<file path="src/rtl/enc_home_pkg.sv">
// Shared types and constants for the encoder homing controller.
package enc_home_pkg;

    typedef enum logic [3:0] {
        IDLE,
        WAIT_RDY,
        CLR_Z,
        SEARCH,
        SETTLE,
        CALC,
        WR_LO,
        WR_HI,
        DONE,
        FAULT
    } state_t;

    localparam logic [1:0] FLT_NONE  = 2'b00;
    localparam logic [1:0] FLT_TMO   = 2'b01;
    localparam logic [1:0] FLT_ENC   = 2'b10;
    localparam logic [1:0] FLT_ABORT = 2'b11;

    localparam logic       ADDR_LO = 1'b0;
    localparam logic       ADDR_HI = 1'b1;
    localparam logic [1:0] BE_ALL  = 2'b11;

    function automatic logic is_busy(input state_t s);
        return !((s == IDLE) || (s == DONE) || (s == FAULT));
    endfunction

endpackage

</file>
<file path="src/rtl/enc_home_ctrl_hold_timer.sv">
// Loadable down-counter; o_expire marks the last cycle of a hold of i_load_val cycles.
module hold_timer #(
    parameter int W = 24
) (
    input  logic         i_clk,
    input  logic         i_srst,
    input  logic         i_load,
    input  logic [W-1:0] i_load_val,
    input  logic         i_en,
    output logic         o_expire
);

    logic [W-1:0] r_cnt;

    always_ff @(posedge i_clk) begin
        if (i_srst) begin
            r_cnt <= '0;
        end else if (i_load) begin
            r_cnt <= i_load_val;
        end else if (i_en && (r_cnt != '0)) begin
            r_cnt <= r_cnt - {{(W-1){1'b0}}, 1'b1};
        end
    end

    // A load of 0 behaves like 1: the hold always lasts at least one cycle.
    assign o_expire = (r_cnt <= {{(W-1){1'b0}}, 1'b1});

endmodule

</file>
<file path="src/rtl/enc_home_ctrl.sv">
// Encoder homing sequencer: search for the index pulse, settle, then preset the counter over a 16-bit bus.
module enc_home_ctrl
    import enc_home_pkg::*;
#(
    parameter int          TIMEOUT_W  = 24,
    parameter int unsigned SETTLE_CYC = 256
) (
    input  logic                 clock,
    input  logic                 sclr,
    input  logic                 start,
    input  logic                 abort,
    input  logic                 search_dir,
    input  logic signed [31:0]   home_offset,
    input  logic [TIMEOUT_W-1:0] timeout_lim,
    input  logic                 enc_ready,
    input  logic                 enc_error,
    input  logic                 Z_flag,
    input  logic signed [31:0]   Z_pos,
    input  logic signed [31:0]   bidir_counter,
    output logic                 enc_ena,
    output logic                 enc_dir,
    output logic                 Z_clr,
    output logic                 motor_run,
    output logic                 addr,
    output logic [1:0]           be,
    output logic                 write,
    output logic [15:0]          data,
    output logic                 busy,
    output logic                 done,
    output logic                 fault,
    output logic [1:0]           fault_code
);

    localparam int SET_W = $clog2(SETTLE_CYC + 1);
    localparam int CNT_W = (TIMEOUT_W > SET_W) ? TIMEOUT_W : SET_W;

    state_t             r_state;
    state_t             w_state_next;
    logic [1:0]         r_fault_code;
    logic [1:0]         w_code_next;
    logic               r_dir;
    logic               w_dir_next;
    logic signed [31:0] r_preset;
    logic signed [31:0] w_preset_calc;

    logic               r_enc_ena;
    logic               r_enc_dir;
    logic               r_z_clr;
    logic               r_motor_run;
    logic               r_addr;
    logic [1:0]         r_be;
    logic               r_write;
    logic [15:0]        r_data;
    logic               r_busy;
    logic               r_done;
    logic               r_fault;

    logic               w_expire;
    logic               w_tmr_load;
    logic               w_tmr_en;
    logic [CNT_W-1:0]   w_tmr_val;
    logic               w_enc_phase;
    logic               w_next_ena;
    logic               w_next_wr;

    assign w_preset_calc = home_offset + (bidir_counter - Z_pos);
    assign w_enc_phase   = (r_state == WAIT_RDY) || (r_state == CLR_Z) ||
                           (r_state == SEARCH)   || (r_state == SETTLE);

    // One timer serves both holds; it is reloaded on every entry into SEARCH or SETTLE.
    assign w_tmr_load = (w_state_next != r_state) &&
                        ((w_state_next == SEARCH) || (w_state_next == SETTLE));
    assign w_tmr_val  = (w_state_next == SEARCH) ? CNT_W'(timeout_lim) : CNT_W'(SETTLE_CYC);
    assign w_tmr_en   = (r_state == SEARCH) || (r_state == SETTLE);

    hold_timer #(
        .W (CNT_W)
    ) u_hold_timer (
        .i_clk      (clock),
        .i_srst     (sclr),
        .i_load     (w_tmr_load),
        .i_load_val (w_tmr_val),
        .i_en       (w_tmr_en),
        .o_expire   (w_expire)
    );

    always_comb begin
        w_state_next = r_state;
        w_code_next  = r_fault_code;
        w_dir_next   = r_dir;
        case (r_state)
            IDLE, DONE, FAULT: begin
                if (start) begin
                    w_state_next = WAIT_RDY;
                    w_code_next  = FLT_NONE;
                    w_dir_next   = search_dir;
                end
            end
            default: begin
                if (abort) begin
                    w_state_next = FAULT;
                    w_code_next  = FLT_ABORT;
                end else if (enc_error && w_enc_phase) begin
                    w_state_next = FAULT;
                    w_code_next  = FLT_ENC;
                end else if ((r_state == SEARCH) && w_expire) begin
                    w_state_next = FAULT;
                    w_code_next  = FLT_TMO;
                end else begin
                    case (r_state)
                        WAIT_RDY: if (enc_ready) w_state_next = CLR_Z;
                        CLR_Z:    w_state_next = SEARCH;
                        SEARCH:   if (Z_flag) w_state_next = SETTLE;
                        SETTLE:   if (w_expire) w_state_next = CALC;
                        CALC:     w_state_next = WR_LO;
                        WR_LO:    w_state_next = WR_HI;
                        WR_HI:    w_state_next = DONE;
                        default:  w_state_next = r_state;
                    endcase
                end
            end
        endcase
    end

    assign w_next_ena = !((w_state_next == IDLE) || (w_state_next == FAULT));
    assign w_next_wr  = (w_state_next == WR_LO) || (w_state_next == WR_HI);

    // Outputs are decoded from the next state so they change on the same edge as the state.
    always_ff @(posedge clock) begin
        if (sclr) begin
            r_state      <= IDLE;
            r_fault_code <= FLT_NONE;
            r_dir        <= 1'b0;
            r_preset     <= '0;
            r_enc_ena    <= 1'b0;
            r_enc_dir    <= 1'b0;
            r_z_clr      <= 1'b0;
            r_motor_run  <= 1'b0;
            r_addr       <= 1'b0;
            r_be         <= 2'b00;
            r_write      <= 1'b0;
            r_data       <= '0;
            r_busy       <= 1'b0;
            r_done       <= 1'b0;
            r_fault      <= 1'b0;
        end else begin
            r_state      <= w_state_next;
            r_fault_code <= w_code_next;
            r_dir        <= w_dir_next;
            if (w_state_next == CALC) begin
                r_preset <= w_preset_calc;
            end
            r_enc_ena    <= w_next_ena;
            r_enc_dir    <= w_next_ena ? w_dir_next : 1'b0;
            r_z_clr      <= (w_state_next == CLR_Z);
            r_motor_run  <= (w_state_next == SEARCH);
            r_write      <= w_next_wr;
            r_addr       <= (w_state_next == WR_HI) ? ADDR_HI : ADDR_LO;
            r_be         <= w_next_wr ? BE_ALL : 2'b00;
            if (w_state_next == WR_LO) begin
                r_data <= r_preset[15:0];
            end else if (w_state_next == WR_HI) begin
                r_data <= r_preset[31:16];
            end else begin
                r_data <= '0;
            end
            r_busy       <= is_busy(w_state_next);
            r_done       <= (w_state_next == DONE);
            r_fault      <= (w_state_next == FAULT);
        end
    end

    assign enc_ena    = r_enc_ena;
    assign enc_dir    = r_enc_dir;
    assign Z_clr      = r_z_clr;
    assign motor_run  = r_motor_run;
    assign addr       = r_addr;
    assign be         = r_be;
    assign write      = r_write;
    assign data       = r_data;
    assign busy       = r_busy;
    assign done       = r_done;
    assign fault      = r_fault;
    assign fault_code = r_fault_code;

endmodule

</file>
<file path="config.mk">
export PLATFORM = sky130hd
export DESIGN_NAME = enc_home_ctrl
export DESIGN_NICKNAME = d
export VERILOG_FILES = /design/src/rtl/enc_home_pkg.sv /design/src/rtl/enc_home_ctrl_hold_timer.sv /design/src/rtl/enc_home_ctrl.sv
export SDC_FILE = /design/constraint.sdc
export NUM_CORES = 1
export LEC_CHECK = 0
export BUFFER_PORTS_ARGS = -buffer_cell sky130_fd_sc_hd__buf_4
export CAP_MARGIN = 20
export CORE_MARGIN = 10
export CORE_UTILIZATION = 45
export DETAILED_ROUTE_END_ITERATION = 6
export HOLD_SLACK_MARGIN = 0.08
export PLACE_DENSITY_LB_ADDON = 0.05
export SETUP_SLACK_MARGIN = 0.3
export SYNTH_ARGS = -nofsm -noshare
export SYNTH_HDL_FRONTEND = slang
export SYNTH_SLANG_ARGS = --single-unit
</file>
<file path="constraint.sdc">
create_clock -name clock -period 8.5 [get_ports clock]
set_input_delay 0.85 -clock clock [delete_from_list [all_inputs] [get_ports clock]]
set_output_delay 0.85 -clock clock [all_outputs]
set_load 0.05 [all_outputs]
</file>
**Yosys cells after proc, flatten, opt, wreduce, memory -nomap -nowiden**

Index checks and enable logic that the tools add are counted.

- RAM bits: 0
- ROM bits: 0
- Logic and storage cells: 85
- Flip-flop bits (word level): 90
- Bits in latches: 0
- Input port bits: 128
- Memories: 0
- Output and inout port bits: 29

- Multiplexer cells: 23
- Order comparisons: 1
- Div/mod/pow operators: 0
- Eq/ne operators: 19
- Shifts and indexed selects: 0
- Reductions and logical operators: 23
- Add/sub/neg operators: 3
- Multiply operators: 0
- Bitwise logic cells: 0

Operators by type and width:

| cell | count |
|---|---|
| $mux 24 | 3 |
| $add 32x32->32 | 1 |
| $eq 4x3->1 const B | 8 |
| $mux 16 | 2 |
| $mux 4 | 8 |
| $sub 32x32->32 | 1 |
| $pmux 4 s7 | 1 |
| $le 24x1->1 const B | 1 |
| $reduce_bool 24->1 | 1 |
| $sub 24x1->24 const B | 1 |
| $eq 4x2->1 const B | 4 |
| $eq 4x4->1 const B | 4 |
| $mux 2 | 6 |
| $logic_or 1x1->1 | 9 |
| $logic_not 4->1 | 2 |
| $eq 4x1->1 const B | 1 |
| $logic_and 1x1->1 | 4 |
| $ne 4x4->1 | 1 |
| $reduce_bool 4->1 | 1 |
| $mux 1 | 3 |
| $reduce_or 3->1 | 1 |
| $logic_not 1->1 | 2 |
| $ne 2x2->1 const B | 1 |
| $reduce_and 2->1 | 1 |
| 2 further kinds | 2 |

**Depth between registers and ports, before layout**

Gate-level depths: netlist of run 1.

- Depth in word-level cells: 12
- Gate-level depth with buffers: 14
- Mapped depth without buffers: 14

**Hierarchy**

A second synthesis of run 1 with hierarchy kept.

- Cell total of the unflattened synthesis: 897
- Area total of the unflattened synthesis: 6900.4 µm²

By module, submodules not included:

| module | seq. area each (µm²) | cells an instance | instances | area an instance (µm²) |
|---|---|---|---|---|
| enc_home_ctrl | 1281.2 | 705 | 1 | 5337.6 |
| hold_timer | 480.5 | 192 | 1 | 1562.7 |

**Worst setup path before layout of run 1**

OpenSTA, ideal clock, no wires.

- Kind: input -> register
- From: input home_offset[6]
- To: register r_preset[31]
- Stages on the path: 12
- Slack: 4.615 ns
- Setup time: 0.091 ns
- Arrival: 3.793 ns
- Path buffers: 0
- Cell sequence: inv_1 -> fa_1 -> inv_1 -> ha_1 -> a2111oi_0 -> o21ai_0 -> nand3b_1 -> nand2_1 -> a311oi_1 -> nor4_1 -> or4_1 -> a311oi_1

- Longest elaborated chain between the ends: 1

Ends and longest elaborated chain:

| what | line | text |
|---|---|---|
| from (decl) | enc_home_ctrl.sv:13 | `input logic signed [31:0] home_offset,` |
| $add 32x32->32 | enc_home_ctrl.sv:66 | `assign w_preset_calc = home_offset + (bidir_counter - Z_pos);` |
| to (signal assigned) | enc_home_ctrl.sv:151 | `r_preset <= w_preset_calc;` |
| to (decl) | enc_home_ctrl.sv:43 | `logic signed [31:0] r_preset;` |

No other way between the ends.
A chain may end at the register's enable or synchronous reset.

**Final worst setup path of run 1**

- From: input home_offset[1]
- To: register r_preset[31]

The elaborated chain is that of the path after synthesis.

==> impl_metrics.tcl, run 1 <==
set metrics [dict create \
    ir_worst_vdd_mv 0.0805 \
    dieArea_mm2 0.0209 \
    report.final.slew_viol_count 0 \
    worstPathRequired_ns 8.75 \
    syn_area_mm2 0.00698 \
    end_kind "flop" \
    async_reset_ff_share_pct 0 \
    dp.cells 1188 \
    cts.htree.levels 3 \
    fmax_mhz 244 \
    avgSynthCellArea_um2 7.97 \
    placed_cell_area_mm2 0.00826 \
    worstPathMaxFanout 4 \
    clock_power_share_pct 27.3 \
    drtIter0Drc 377 \
    nets 1204 \
    relSlewSlack_pct 29.3 \
    viasPerCell 5.34 \
    ctsResizeCount 0 \
    antenna_found_initial 0 \
    io_buffer_count 156 \
    ys_ff_latch 88 \
    synth_warnings 0 \
    final_util_pct 56.1 \
    grt_max_degree 72 \
    die_w_um 145 \
    switching_share_pct 36.7 \
    grt_use_total_pct 17.1 \
    fin_crit_sh_pct 48.2 \
    ant_nets 0 \
    p_comb_share_pct 40.9 \
    power.density_mw_per_mm2 161 \
    tightest_slew_ns 1.06 \
    postCtsSetupBuffers 0 \
    p_sw_w 0.000503 \
    final-hold-violation-count 0 \
    status "complete, no violations" \
    final_cells 1203 \
    maxCapViolCount 0 \
    fin_worst_skew_ns 0.00879 \
    dp_hpwl_um 14000 \
    numCtsBuffers 9 \
    tns_ns 0 \
    hold_class "reg -> reg" \
    dr_total_vias 6421 \
    cts_hold_buf 0 \
    clock_path_buffers 2 \
    dieHeight_um 145 \
    setup_viol_count_final 0 \
    place_congestion 0.819 \
    grt_pass1_vias 6180 \
    synth_edf_count 0 \
    period_minus_slack_ns 4.10 \
    grt_pass1_wl_um 29400 \
    crit_path_start_kind "input port" \
    p_int_w 0.000867 \
    rsz0062_at_grt "false" \
    mostFrequentLayoutCells "buf_4, inv_1, dfxtp_1, nand2_1, nor2_1" \
    post_synth_num_cell_types 74 \
    critPathKind "in -> reg" \
    path_clk_slew_ns 0.06 \
    start_util_pct 45.9 \
    area_growth_pct 22.3 \
    drc_errors 0 \
    synthCells 876 \
    dr.pass1.iters 5 \
    p_leak_nw 3.97 \
    critPathArrivalTime_ns 4.35 \
    wl_per_cell_um 15.0 \
    antenna_cells 0 \
    seqPwrFrac_pct 31.8 \
    drive_gt1_share_pct 20.8 \
    synth_seq_area_share_pct 25.2 \
    cts_tree "done" \
    clkSinkCount 88 \
    rows 45 \
    final_common_cell "buf_4" \
    routed_wl_um 18100 \
    cts_root_buf "clkbuf_16" \
    n_fill_cell 1504 \
    coreArea_mm2 0.0152 \
    synth-main-ff-cell "dfxtp_1" \
    grt.overflow.total 0 \
    fin_area_mm2 0.00853 \
    syn-num-nets 1069 \
    ioPinCount 157 \
    insertion_delay_ns 0.34 \
]
==> metal layers <==
metal / global-route usage (%) / part of all wire (%) / vias up
met1: 21.3 / 44 / 2983
met3: 2.76 / 4.3 / 11
met2: 29.8 / 51 / 135
met4: 4.84 / 0.98 / 0
li1: - / - / 3292
met5: 0 / 0 / -
==> worst paths after layout <==
check	endpoint	slack, ns	from	cells after the start
min	r_preset[14]	0.45	r_preset[14]	2
max	r_preset[31]	4.40	home_offset[1]	13
min reg2reg	r_preset[14]	0.45	r_preset[14]	2
max reg2reg	u_hold_timer.r_cnt[1]	4.45	r_state[1]	7
==> cells in the mapped netlist (17+ instances only) <==
cell type,n,area (um^2)
a211oi_1,25,188
a21oi_1,57,285
clkbuf_1,17,63.8
dfxtp_1,88,1760
fa_1,31,621
ha_1,34,425
inv_1,145,544
mux2i_1,20,200
nand2_1,72,270
nand3_1,19,95.1
nor2_1,68,255
nor3_1,27,135
o21ai_0,32,160
==> cell families after synthesis <==
kind of cell / Yosys count / share of synthesized area, %
simple gates: 267 / 20.0
compound gates: 226 / 22.7
buf+inv: 180 / 10.3
flops: 88 / 25.2
fa+ha+maj: 65 / 15.0
xor+xnor: 29 / 3.64
mux: 21 / 3.03
==> stage by stage <==
stage               setup WS, ns  hold WS (ns)  total power [W]
global route                4.07         0.472          0.00146
finish                      4.40         0.451          0.00137
global placement            4.13         0.442          0.00100
floorplan                   4.62         0.425         0.000849
CTS                         4.44         0.452          0.00138
detailed placement          4.13         0.445          0.00100
==> power by group through the flow <==
| stage | registers, W | clock network (W) | logic [W] |
|---|---|---|---|
| 2_1_floorplan | 0.000452 | 0 | 0.000397 |
| 3_3_place_gp | 0.000445 | 0 | 0.000556 |
| 3_5_place_dp | 0.000445 | 0 | 0.000558 |
| 4_1_cts | 0.000436 | 0.000379 | 0.000562 |
| 5_1_grt | 0.000438 | 0.000395 | 0.000631 |
| 6_report | 0.000436 | 0.000374 | 0.000560 |
==> worst max-delay path, cell delays in order <==
cell      delay (ns)
buf_4           0.08
inv_1           0.04
fa_1            0.58
inv_1           0.06
ha_1            0.30
a211oi_1        0.39
o21ai_0         0.23
nand3b_1        0.22
nand2_1         0.14
a311oi_1        0.55
nor4_1          0.15
or4_1           0.49
a311oi_1        0.26
==> sequential cells by signal, summed over array words and instances, names as in the netlist, 2 cells and up <==
signal              flops
fault_code              2
r_state                 4
r_preset               32
data                   16
u_hold_timer.r_cnt     24
==> cell type report <==
cell class / instances / area [um^2] / area share (%)
clock inverters: 4 / 30.0 / 0.352
inverters: 145 / 544 / 6.38
multi-input cells: 608 / 4520 / 53.0
clock buffers: 11 / 243 / 2.84
flip-flops and latches: 88 / 1760 / 20.6
repair buffers: 159 / 1190 / 14.0
well taps: 188 / 235 / 2.76
Power figures use the tool's default switching activity.
==> run 2: changes to the inputs <==
- clock period: 8.5 -> 4.15 ns (I/O delays scaled with it)
==> impl_metrics.tcl, run 2 (synthesized netlist as in run 1, its figures left out) <==
set metrics [dict create \
    numCtsBuffers 9 \
    dr.pass1.iters 4 \
    status "complete, no violations" \
    tightest_slew_ns 1.05 \
    report.final.slew_viol_count 0 \
    cts_tree "done" \
    drc_errors 0 \
    path_clk_slew_ns 0.07 \
    io_buffer_count 156 \
    place_congestion 0.835 \
    antenna_found_initial 0 \
    cts_hold_buf 0 \
    r2r_slack_ns 0.58 \
    final_util_pct 57.0 \
    grt_pass1_wl_um 29600 \
    grtUsageMet2_pct 29.9 \
    p_leak_nw 4.04 \
    drive_gt1_share_pct 21.9 \
    r2r-end "u_hold_timer.r_cnt[0]" \
    worstPathMaxFanout 9 \
    end_kind "flop" \
    worstRegToRegCells 9 \
    multi_input_area_mm2 0.00453 \
    fin_worst_skew_ns 0.00673 \
    period_minus_slack_ns 3.57 \
    antenna_cells 0 \
    grt_pass1_vias 6260 \
    critPathKind "reg -> reg" \
    dp_hpwl_um 14200 \
    hold_class "in -> reg" \
    viasPerCell 5.33 \
    total_power_w 0.00289 \
    grt_max_degree 71 \
    final_common_cell "buf_4" \
    ctsResizeCount 0 \
    drtIter0Drc 368 \
    dieHeight_um 145 \
    worstPathRequired_ns 4.40 \
    relSlewSlack_pct 29.6 \
    largest_reg_flops 32 \
    path_cells "or4_1 -> nor4_4 -> o211ai_2 -> a22oi_4 -> nand4_4 -> a22oi_2 -> buf_4 -> nor2_1 -> a211oi_1" \
    die_w_um 145 \
    dr_total_vias 6476 \
    top_usage_layer "met2" \
    n_fill_cell 1463 \
    critPathArrivalTime_ns 3.82 \
    nets 1215 \
    crit_path_start_kind "flop" \
    coreArea_mm2 0.0152 \
    clkSinkCount 88 \
    rsz0062_at_grt "false" \
    gr-usage-met3_pct 3.28 \
    grtUsageMet1_pct 21.4 \
    register_area_mm2 0.00176 \
    clock_path_buffers 2 \
    dieArea_mm2 0.0209 \
    hold_depth 2 \
    path_delay_family "simple AND/OR/NAND/NOR gates" \
    ir_worst_vdd_mv 0.174 \
    fmax_mhz 280 \
    reg2reg_from "u_hold_timer.r_cnt[12]" \
    postCtsSetupBuffers 0 \
    mostFrequentLayoutCells "buf_4, inv_1, dfxtp_1, nand2_1, nor2_1" \
    start_util_pct 45.9 \
    cpMaxStageDelayCell "or4_1" \
    whs_endpoint "r_state[1]" \
    max_flop_register "r_preset" \
    layout_setup_ws_ns 0.577 \
    setup_viol_count_final 0 \
    grt.overflow.total 0 \
    grt_use_total_pct 17.2 \
    wl_per_cell_um 14.9 \
    pre_cts_slack_ns 0.185 \
    cts_root_buf "clkbuf_16" \
    worstHoldStart "sclr" \
    cts.htree.levels 3 \
    area_growth_pct 24.2 \
    ant_nets 0 \
    insertion_delay_ns 0.34 \
    critPathBufInv 1 \
    final-hold-violation-count 0 \
    tns_ns 0 \
    fin_crit_sh_pct 86.1 \
    max_stage_delay_ns 0.67 \
    ioPinCount 157 \
    maxCapViolCount 0 \
    rows 45 \
    routed_wl_um 18100 \
    power.density_mw_per_mm2 334 \
]
-- run 2: cell types whose count changed in the layout (fill, tap and decap cells not counted) --
cell	previous run	this run
buf_4	159	170
bufinv_16	0	1
clkbuf_1	1	0
clkinv_4	1	3
a311oi_2	1	2
clkinv_2	1	0
a311oi_1	2	1
inv_8	0	1
clkinvlp_4	1	0
-- run 2: layer usage --
layer  up-vias  wire [um]
met5         -          0
met3         8        833
met1      3017       7980
met4         0        136
li1       3323          -
met2       128       9140
-- run 2: worst reg2reg max path: stages, from the launching register on --
cell and delay (ns):
dfxtp_1 0.36, or4_1 0.67, nor4_4 0.50, o211ai_2 0.21, a22oi_4 0.49, nand4_4 0.25
a22oi_2 0.33, buf_4 0.24, nor2_1 0.13, a211oi_1 0.29
-- run 2: final cells by class --
type | count | area share (%)
tap | 188 | 2.72
multi-input combinational | 608 | 52.3
clock buffer | 10 | 2.76
clock inverter | 6 | 0.881
inverter | 145 | 6.28
timing repair buffer | 170 | 14.7
sequential | 88 | 20.3
-- run 2: worst max-delay path by stage --
| stage | from | to | cells past startpoint |
|---|---|---|---|
| finish | u_hold_timer.r_cnt[12] | u_hold_timer.r_cnt[0] | 9 |
| global route | u_hold_timer.r_cnt[8] | u_hold_timer.r_cnt[1] | 9 |
| CTS | home_offset[6] | r_preset[31] | 13 |
| detailed placement | home_offset[6] | r_preset[31] | 13 |
| global placement | home_offset[1] | r_preset[31] | 13 |
| floorplan | home_offset[6] | r_preset[31] | 12 |
-- run 2: through the flow --
stage | cells | cell area [um^2] | hold WS, ns
after floorplan | 876 | 6980 | 0.425
after global placement | 1199 | 8340 | 0.438
after detailed placement | 1199 | 8340 | 0.445
after CTS | 1215 | 8660 | 0.274
after global routing | 1215 | 8660 | 0.285
final | 1215 | 8660 | 0.288
-- run 2: where the power goes --
part	switching (W)	internal (W)
logic	0.000656	0.000498
clock network	0.000352	0.000493
registers	0.0000249	0.000867
==> run 3: changes to the inputs <==
- SETUP_SLACK_MARGIN: 0.3 -> 0.05
- clock period: 4.15 -> 3.9 ns (I/O delays scaled with it)
==> impl_metrics.tcl, run 3 (synthesized netlist as in run 1, its figures left out) <==
set metrics [dict create \
    status "complete, no violations" \
    relSlewSlack_pct 30.5 \
    end_kind "flop" \
    dieHeight_um 145 \
    tightest_slew_ns 1.04 \
    report.final.slew_viol_count 0 \
    ir_worst_vdd_mv 0.242 \
    top_layer "met4" \
    dr_wl_met2_um 9150 \
    dieArea_mm2 0.0209 \
    die_w_um 145 \
    hold_class "in -> reg" \
    cts_tree "done" \
    fmax_mhz 279 \
    critPathArrivalTime_ns 3.82 \
    viasPerCell 5.33 \
    hold_depth 3 \
    wl_met1_um 7980 \
    antenna_cells 0 \
    antenna_found_initial 0 \
    dr.pass1.iters 5 \
    crit_start "home_offset[6]" \
    largest_reg_flops 32 \
    fin_crit_sh_pct 91.8 \
    path_clk_slew_ns 0.06 \
    clock_path_buffers 2 \
    r2r-end "u_hold_timer.r_cnt[16]" \
    maxCapViolCount 0 \
    final_util_pct 57.2 \
    ioPinCount 157 \
    max_flop_register "r_preset" \
    wl_per_cell_um 14.7 \
    whs_ns 0.313 \
    fin_worst_skew_ns 0.00723 \
    drive_gt1_share_pct 22.3 \
    placed_cell_area_mm2 0.00841 \
    place_congestion 0.832 \
    r2r_slack_ns 0.67 \
    grt_use_total_pct 17.1 \
    p_leak_nw 4.07 \
    whs_endpoint "u_hold_timer.r_cnt[7]" \
    reg2reg_from "u_hold_timer.r_cnt[2]" \
    final_common_cell "buf_4" \
    dr_wl_met3_um 757 \
    n_fill_cell 1469 \
    numCtsBuffers 9 \
    insertion_delay_ns 0.33 \
    grt_max_degree 72 \
    worstPathRequired_ns 4.14 \
    routed_wl_um 18000 \
    grt.overflow.total 0 \
    tns_ns 0 \
    coreArea_mm2 0.0152 \
    clkSinkCount 88 \
    io_buffer_count 156 \
    postCtsSetupBuffers 0 \
    ant_nets 0 \
    cts_hold_buf 0 \
    mostFrequentLayoutCells "buf_4, inv_1, dfxtp_1, nand2_1, nor2_1" \
    setup_viol_count_final 0 \
    start_util_pct 45.9 \
    cts_root_buf "clkbuf_16" \
    multi_input_area_mm2 0.00452 \
    drtIter0Drc 283 \
    fin_area_mm2 0.00870 \
    register_area_mm2 0.00176 \
    nets 1221 \
    crit_path_start_kind "input port" \
    power.density_mw_per_mm2 346 \
    worstRegToRegCells 9 \
    ctsResizeCount 0 \
    critPathKind "in -> reg" \
    rsz0062_at_grt "false" \
    dp_hpwl_um 14300 \
    worstPathMaxFanout 4 \
    drc_errors 0 \
    area_growth_pct 24.7 \
    rows 45 \
    grt_pass1_wl_um 29700 \
    dr_total_vias 6509 \
    grt_pass1_vias 6253 \
    period_minus_slack_ns 3.58 \
    cts.htree.levels 3 \
    final-hold-violation-count 0 \
    worstHoldStart "timeout_lim[7]" \
]
run 3: routing by layer:
| layer | track usage [%] | vias up |
|---|---|---|
| met1 | 21.6 | 3036 |
| met2 | 29.6 | 143 |
| met4 | 3.78 | 0 |
| met3 | 2.92 | 6 |
| li1 | - | 3324 |
| met5 | 0 | - |
run 3: power breakdown:
| part | leakage (nW) | switching [W] | internal, W |
|---|---|---|---|
| combinational | 3.22 | 0.000697 | 0.000536 |
| sequential | 0.711 | 0.0000263 | 0.000922 |
| clock | 0.140 | 0.000374 | 0.000457 |
run 3: through the flow:
step | worst slack, ns | std cells | power [W]
5_1_grt | 0.0727 | 1221 | 0.00322
3_5_place_dp | 0.0754 | 1205 | 0.00220
2_1_floorplan | 0.475 | 876 | 0.00185
4_1_cts | 0.392 | 1221 | 0.00304
3_3_place_gp | 0.124 | 1205 | 0.00220
6_report | 0.318 | 1221 | 0.00301
run 3: worst max-delay path: stages:
cell       delay (ns)
buf_4            0.07
inv_1            0.04
fa_1             0.52
inv_1            0.04
ha_1             0.33
a2111oi_0        0.44
o21ai_0          0.27
nand3b_1         0.24
nand2_1          0.13
a311oi_1         0.44
nor4_1           0.13
or4_1            0.49
a311oi_1         0.27
run 3: cell type report:
class | count | share of cell area (%)
clock buffer | 10 | 2.75
sequential | 88 | 20.3
timing repair buffer | 176 | 15.5
inverter | 145 | 6.26
tap | 188 | 2.70
clock inverter | 6 | 0.547
multi-input combinational | 608 | 52.0
run 3: worst max path at each step:
stage                         endpoint  depth (start not counted)
after global placement    r_preset[31]                         13
after CTS                 r_preset[31]                         13
after detailed placement  r_preset[31]                         13
after global routing      r_preset[31]                         13
after floorplan           r_preset[31]                         12
final                     r_preset[31]                         13
